===== config.mk =====
export PLATFORM = sky130hd
export DESIGN_NAME = adder_tree_reduce
export DESIGN_NICKNAME = d
export VERILOG_FILES = /design/src/rtl/adder_tree_reduce.sv
export SDC_FILE = /design/constraint.sdc
export NUM_CORES = 2
export LEC_CHECK = 0
export ABC_AREA = 1
export CAP_MARGIN = 20
export CORE_MARGIN = 5
export CORE_UTILIZATION = 31
export CTS_CLUSTER_DIAMETER = 100
export DETAILED_ROUTE_END_ITERATION = 10
export PLACE_DENSITY_LB_ADDON = 0.1
export SLEW_MARGIN = 10
export SYNTH_ARGS = -nofsm -noshare
export SYNTH_HDL_FRONTEND = slang
export SYNTH_SLANG_ARGS = --single-unit
export TNS_END_PERCENT = 100

===== constraint.sdc =====
create_clock -name clk -period 2.1 [get_ports clk]
set_input_delay 0.42 -clock clk [delete_from_list [all_inputs] [get_ports clk]]
set_output_delay 0.42 -clock clk [all_outputs]
set_load 0.1 [all_outputs]

===== src/rtl/adder_tree_reduce.sv =====
// Lane-product reduction: registers a LENGTH-lane product word, sums the lanes
// through a pipelined binary adder tree, and accumulates the per-beat sums over
// a frame delimited by in_last. One dot-product result per frame leaves on a
// valid/ready handshake; a held result stalls the whole pipeline.
module adder_tree_reduce #(
   parameter int LENGTH = 16,
   parameter int INT16  = 16,
   parameter int ACC_W  = 32,
   parameter int CNT_W  = 16
) (
   input  logic                    clk,
   input  logic                    reset,
   input  logic [LENGTH*INT16-1:0] in_muls,
   input  logic                    in_valid,
   input  logic                    in_last,
   output logic                    in_ready,
   output logic [ACC_W-1:0]        out_sum,
   output logic [CNT_W-1:0]        out_beats,
   output logic                    out_ovf,
   output logic                    out_valid,
   input  logic                    out_ready
);

   // Tree level widths grow by one bit per level so no sum is ever truncated.
   localparam int W1 = INT16 + 1;
   localparam int W2 = INT16 + 2;
   localparam int W3 = INT16 + 3;
   localparam int W4 = INT16 + 4;

   logic                    adv;

   // Stage 0 is the input capture register; stages 1..4 are the tree levels.
   logic [LENGTH*INT16-1:0] s0_data_q, s0_data_d;
   logic [4:0]              stg_valid_q, stg_valid_d;
   logic [4:0]              stg_last_q, stg_last_d;

   logic [INT16-1:0]        lane [LENGTH];
   logic [W1-1:0]           s1_q [LENGTH/2];
   logic [W1-1:0]           s1_d [LENGTH/2];
   logic [W2-1:0]           s2_q [LENGTH/4];
   logic [W2-1:0]           s2_d [LENGTH/4];
   logic [W3-1:0]           s3_q [LENGTH/8];
   logic [W3-1:0]           s3_d [LENGTH/8];
   logic [W4-1:0]           s4_q, s4_d;

   logic [ACC_W-1:0]        acc_q, acc_d;
   logic [CNT_W-1:0]        cnt_q, cnt_d;
   logic                    ovf_q, ovf_d;
   logic [ACC_W-1:0]        out_sum_q, out_sum_d;
   logic [CNT_W-1:0]        out_beats_q, out_beats_d;
   logic                    out_ovf_q, out_ovf_d;
   logic                    out_valid_q, out_valid_d;

   logic [ACC_W:0]          sum_full;
   logic [CNT_W-1:0]        cnt_next;

   // The pipeline only moves when no result is waiting on a stalled consumer.
   assign adv      = !(out_valid_q && !out_ready);
   assign in_ready = adv;

   genvar gi;
   generate
      for (gi = 0; gi < LENGTH; gi++) begin : g_lane
         assign lane[gi] = s0_data_q[gi*INT16 +: INT16];
      end
   endgenerate

   // Input capture plus valid/last shift register travelling beside the tree data.
   always_comb begin
      s0_data_d   = s0_data_q;
      stg_valid_d = stg_valid_q;
      stg_last_d  = stg_last_q;
      if (adv) begin
         s0_data_d   = in_muls;
         stg_valid_d = {stg_valid_q[3:0], in_valid};
         // in_last means nothing without in_valid, so mask it on entry.
         stg_last_d  = {stg_last_q[3:0], in_valid && in_last};
      end
   end

   // Adder tree levels: pairwise zero-extended sums, held while stalled.
   always_comb begin
      for (int i = 0; i < LENGTH/2; i++) begin
         s1_d[i] = adv ? (W1'(lane[2*i]) + W1'(lane[2*i+1])) : s1_q[i];
      end
      for (int i = 0; i < LENGTH/4; i++) begin
         s2_d[i] = adv ? (W2'(s1_q[2*i]) + W2'(s1_q[2*i+1])) : s2_q[i];
      end
      for (int i = 0; i < LENGTH/8; i++) begin
         s3_d[i] = adv ? (W3'(s2_q[2*i]) + W3'(s2_q[2*i+1])) : s3_q[i];
      end
      s4_d = adv ? (W4'(s3_q[0]) + W4'(s3_q[1])) : s4_q;
   end

   assign sum_full = {1'b0, acc_q} + (ACC_W+1)'(s4_q);
   assign cnt_next = cnt_q + CNT_W'(1);

   // Accumulate beats; on the last beat publish the result and restart the frame.
   always_comb begin
      acc_d       = acc_q;
      cnt_d       = cnt_q;
      ovf_d       = ovf_q;
      out_sum_d   = out_sum_q;
      out_beats_d = out_beats_q;
      out_ovf_d   = out_ovf_q;
      out_valid_d = out_valid_q && !out_ready;
      if (adv && stg_valid_q[4]) begin
         if (!stg_last_q[4]) begin
            acc_d = sum_full[ACC_W-1:0];
            cnt_d = cnt_next;
            ovf_d = ovf_q | sum_full[ACC_W];
         end else begin
            out_sum_d   = sum_full[ACC_W-1:0];
            out_beats_d = cnt_next;
            out_ovf_d   = ovf_q | sum_full[ACC_W];
            out_valid_d = 1'b1;
            acc_d       = '0;
            cnt_d       = '0;
            ovf_d       = 1'b0;
         end
      end
   end

   // State registers; reset discards any partial frame or pending result.
   always_ff @(posedge clk or negedge reset) begin
      if (!reset) begin
         s0_data_q   <= '0;
         stg_valid_q <= '0;
         stg_last_q  <= '0;
         for (int i = 0; i < LENGTH/2; i++) s1_q[i] <= '0;
         for (int i = 0; i < LENGTH/4; i++) s2_q[i] <= '0;
         for (int i = 0; i < LENGTH/8; i++) s3_q[i] <= '0;
         s4_q        <= '0;
         acc_q       <= '0;
         cnt_q       <= '0;
         ovf_q       <= 1'b0;
         out_sum_q   <= '0;
         out_beats_q <= '0;
         out_ovf_q   <= 1'b0;
         out_valid_q <= 1'b0;
      end else begin
         s0_data_q   <= s0_data_d;
         stg_valid_q <= stg_valid_d;
         stg_last_q  <= stg_last_d;
         for (int i = 0; i < LENGTH/2; i++) s1_q[i] <= s1_d[i];
         for (int i = 0; i < LENGTH/4; i++) s2_q[i] <= s2_d[i];
         for (int i = 0; i < LENGTH/8; i++) s3_q[i] <= s3_d[i];
         s4_q        <= s4_d;
         acc_q       <= acc_d;
         cnt_q       <= cnt_d;
         ovf_q       <= ovf_d;
         out_sum_q   <= out_sum_d;
         out_beats_q <= out_beats_d;
         out_ovf_q   <= out_ovf_d;
         out_valid_q <= out_valid_d;
      end
   end

   assign out_sum   = out_sum_q;
   assign out_beats = out_beats_q;
   assign out_ovf   = out_ovf_q;
   assign out_valid = out_valid_q;

endmodule


Word level (Yosys, flattened, before mapping). Cells that the tools add are included.

Flip-flop bits (word level): 631. Input port bits: 261. Output and inout port bits: 51. Word-level logic and storage cells: 54.

$add $sub $neg: 17. Muxes and demuxes: 5. Bitwise gates (word level): 1. Reduce and logical (&&, ||, !) cells: 6.

Operators with widths (number): $add 16x16->17 (8); $add 17x17->18 (4); $add 18x18->19 (2); $add 32x20->33 (1); $mux 32 (1); $add 19x19->20 (1); $add 16x1->16 const B (1); $mux 16 (1); $logic_and 1x1->1 (3); $mux 1 (3); $logic_not 1->1 (2); $reduce_and 2->1 (1); $or 1x1->1 (1).

Depth between registers and ports, before layout.
Word-level depth: 5. Depth in mapped cells: 13. Depth with buffers taken out: 13.

Worst setup path after synthesis. Ideal clock, no wire load.

Path type: register -> output. Start: register out_valid_q, in the netlist out_valid. End: output port in_ready. Data arrival time: 1.954 ns. Required time: 1.680 ns. Path slack: -0.274 ns. Cell stages (with the launch flop): 7. Buffers on the path: 3. Cells stage by stage: dfrtp_1 -> inv_1 -> nor2_4 -> buf_6 -> inv_2 -> buf_2 -> buf_2.

Cells in the longest elaborated chain, start to end: 2.

RTL lines: start, declared (RTL line 52) `logic out_valid_q, out_valid_d;`; start signal, assigned (RTL line 155) `out_valid_q <= out_valid_d;`; $logic_and 1x1->1 (RTL line 58) `assign adv = !(out_valid_q && !out_ready);`; $logic_not 1->1 (RTL line 58); end, declared (RTL line 16) `output logic in_ready,`.

Every way passes these cells.

Final worst setup path. Same ends and word-level chain as after synthesis.

==> metrics list <==
* Unique masters post-synth: 46
- Cells with a size suffix above 1 make up 8.36% of the layout.
- Final hold vios: 0
- Of all nets on the critical path, the largest fanout is 2.
- Inserted Clock Buffers: 84
- Across all setup checks in the final design, the least slack found is 0.0472 ns.
- Headroom to the max-slew limit: 64.3%
- Vias per std cell: 4.67
- Setup Viol. Count Final: 0
- Chip Width: 362 um
- The clock passes through at most 3 buffers.
* Starting density of the core: 31.1%
- The tree is rooted in a sky130_fd_sc_hd__clkbuf_16.
* Total number of H-tree levels: 3
* Buffers on Ports: 311
* Die height: 362 um
- The worst setup path is of the register to primary output kind.
- Wire length of the first global-routing pass: 183000 um
* Routability-driven placement congestion ratio: 0.861
- Antenna violations before repair: 0
- N_diodes: 0
* Sort of element at the start of the critical path: register
* TritonCTS sink count: 631
- Total global-route track usage: 16.9%
* RSZ-0062 raised after global routing: true
- Data on the critical path is required at its endpoint by 1.68 ns.
- The library cells used most frequently in the layout, excluding fill and tap cells, are 2197 x sky130_fd_sc_hd__nand2_1, 630 x sky130_fd_sc_hd__dfrtp_1, 371 x sky130_fd_sc_hd__nand3_1.
- Placed cell count: 7196
- Count of state elements after synthesis: 631
* Gate count of the mapped netlist: 5226
* Number of global-route vias before repair: 34400
* Initial detailed-routing violation count: 2237
- Final non-filler cell total: 7356
- Final Max Slew Viols: 0
- Clock skew on the completed layout was measured at 0.0181 ns.
* Yosys warning total: 0
- Count of vias placed by the detailed router: 34300
* Drc violations: 0
- Dividing the final minimum period by the clock period gives 97.8%.
- Peak Freq: 0.487 GHz
- Clock insertion delay at the later pin of the skew report: 0.67 ns
- In this run the cell area measured after placement is 44500 um2.
- CTS tree: built
- The library cell used most frequently in the layout, excluding fill and tap cells, is sky130_fd_sc_hd__nand2_1.
- Global routing finished with a remaining overflow of 0.
- The worst path in the final design needs a cycle of 2.05 ns, including I/O delays and setup.
- Worst-case setup slack after placement: -0.109 ns
- Total wire length: 113000 um
* Layout area overhead: 24.1%
- Standard-cell row count: 129
* CP Capture Type: primary output
- Total power for the finished layout comes to 85.0 mW.
* Dpl hpwl: 86800 um
- For the pin with the worst max-slew slack, the measured transition is 0.531 ns.
- Share of the yosys chip area belonging to registers: 41.1%
* Worst Hold Slack: 0.251 ns
- Worst reg2reg setup slack: 0.10 ns
* Core Box Area: 123000 um2
* Final core utilization: 38.6%
- Fill cells in the final layout number 13100.
- Maximum number of pins on one net before global-route repair: 84
- Status: finished clean
- Max-cap violations in this run came to 0.
- The average instance in the mapped netlist occupies 7.36 um2.
- After routing the design area is 47700 um2.
- Post-synthesis net count: 5775
- Across the VDD grid, the largest voltage drop is 1760 uV.
* Arr. time, crit path: 1.63 ns
* Leak pwr: 23.9 nW
- DIE AREA: 131000 um2
- For this design the ratio of total power to cell area is 1780 nW/um2.
* Number of nets at the end of the flow: 6200
- The count of nets left with antenna violations once routing finished came out at 0.
- Total standard cell area after synthesis: 38400 um2
- After clock tree synthesis, the clock-pin slew on the worst setup and hold paths is 0.06 ns.
* Drt wl/cell: 15.3 um
- Path type of the worst min-delay path: input port to async pin
- Top-Level Pins: 312
* DRT Pass-1 Iters: 7
- Setup_tns: 0 ns
* Number of cells traversed by the worst register-to-register path: 7
## repair_timing
action | in CTS | in global routing
endpoints found under the setup margin | 12 | 75
setup buffers | 3 | 3
endpoints found under the hold margin | 143 | 0
pin swaps | 1 | 5
gates resized for setup | 6 | 59
hold buffers | 1 | 0
## cell usage after synthesis (all sizes together)
cell    instances  area share, %
clkbuf         18           0.18
a21boi          7           0.15
nand2b          1          0.016
fa             16           0.83
nand3b         26           0.51
o21a           13           0.25
a21o           27           0.53
a31oi          28           0.46
nor4            6           0.11
and2            4          0.065
buf           118            1.6
o21ai         250            3.3
nor2          339            3.5
xnor2          63            1.4
dfrtp         631             41
xor2           41           0.93
a21oi         242            3.2
a211oi          8           0.16
or2            26           0.42
nand3         382            5.0
a211o           3          0.068
nand2        2209             22
nor3           49           0.69
inv           353            3.4
o21bai         47           0.92
o31ai           1          0.020
o22ai           7           0.11
nand4          31           0.50
and3            2          0.033
o211ai          4          0.078
ha            272            8.9
a22o            2          0.046
## per-layer routing
| layer | vias up | share of wire, % | global-route usage [%] |
|---|---|---|---|
| met5 | - | 0 | 0 |
| met3 | 142 | 3.4 | 2.73 |
| met1 | 15900 | 49 | 23.6 |
| met4 | 0 | 2.0 | 3.79 |
| met2 | 475 | 46 | 27.8 |
| li1 | 17800 | - | - |
## area by class of cell
type,count,area [um2],share of cell area (%)
inverters,353,1340,2.80
clock inverters,38,490,1.03
well taps,1637,2050,4.29
clock buffers,116,2460,5.15
repair buffers,475,4690,9.83
multi-input cells,4106,20900,43.8
flip-flops and latches,631,15800,33.1
## worst max-delay path: stages, from the launching register on
cell and delay (ns):
sky130_fd_sc_hd__dfrtp_2 0.38, sky130_fd_sc_hd__inv_2 0.05, sky130_fd_sc_hd__nor2_4 0.17, sky130_fd_sc_hd__buf_6 0.16, sky130_fd_sc_hd__inv_12 0.04, sky130_fd_sc_hd__buf_12 0.16
## path summary, 6_finish.rpt
kind                             endpoint          start
hold / removal                   s1_q[11]          reset
hold reg to reg             stg_last_q[3]  stg_last_q[2]
setup reg to reg                  s3_q[9]        s2_q[8]
min in group clk           s0_data_q[201]   in_muls[201]
setup / recovery                 in_ready      out_valid
max in group asynchronous  s0_data_q[146]          reset
## flip-flops by register name, indices dropped and copies added, names as in the netlist, 16 cells and up
name       cells
s0_data_q    256
s1_q         136
s2_q          72
s3_q          38
acc_q         32
out_sum       32
s4_q          20
cnt_q         16
out_beats     16
## power breakdown
group	total, mW	switching (mW)	internal [mW]
Combinational	48.5	30.7	17.8
Sequential	21.2	3.93	17.2
Clock	15.3	5.77	9.51
## cells by family (layout without fill, tap and decap cells)
logic type                 Yosys count  after routing  share of synthesized area (%)
adders and majority gates          288            288                           9.69
and+or+nand+nor                   3075           3075                           32.4
DFF                                631            631                           41.1
xor gates and xnor gates           104            104                           2.37
AOI/OAI and AO/OA                  639            639                           9.24
buffers and inverters              489            982                           5.22
No activity file was read; power rests on OpenSTA's default activity.
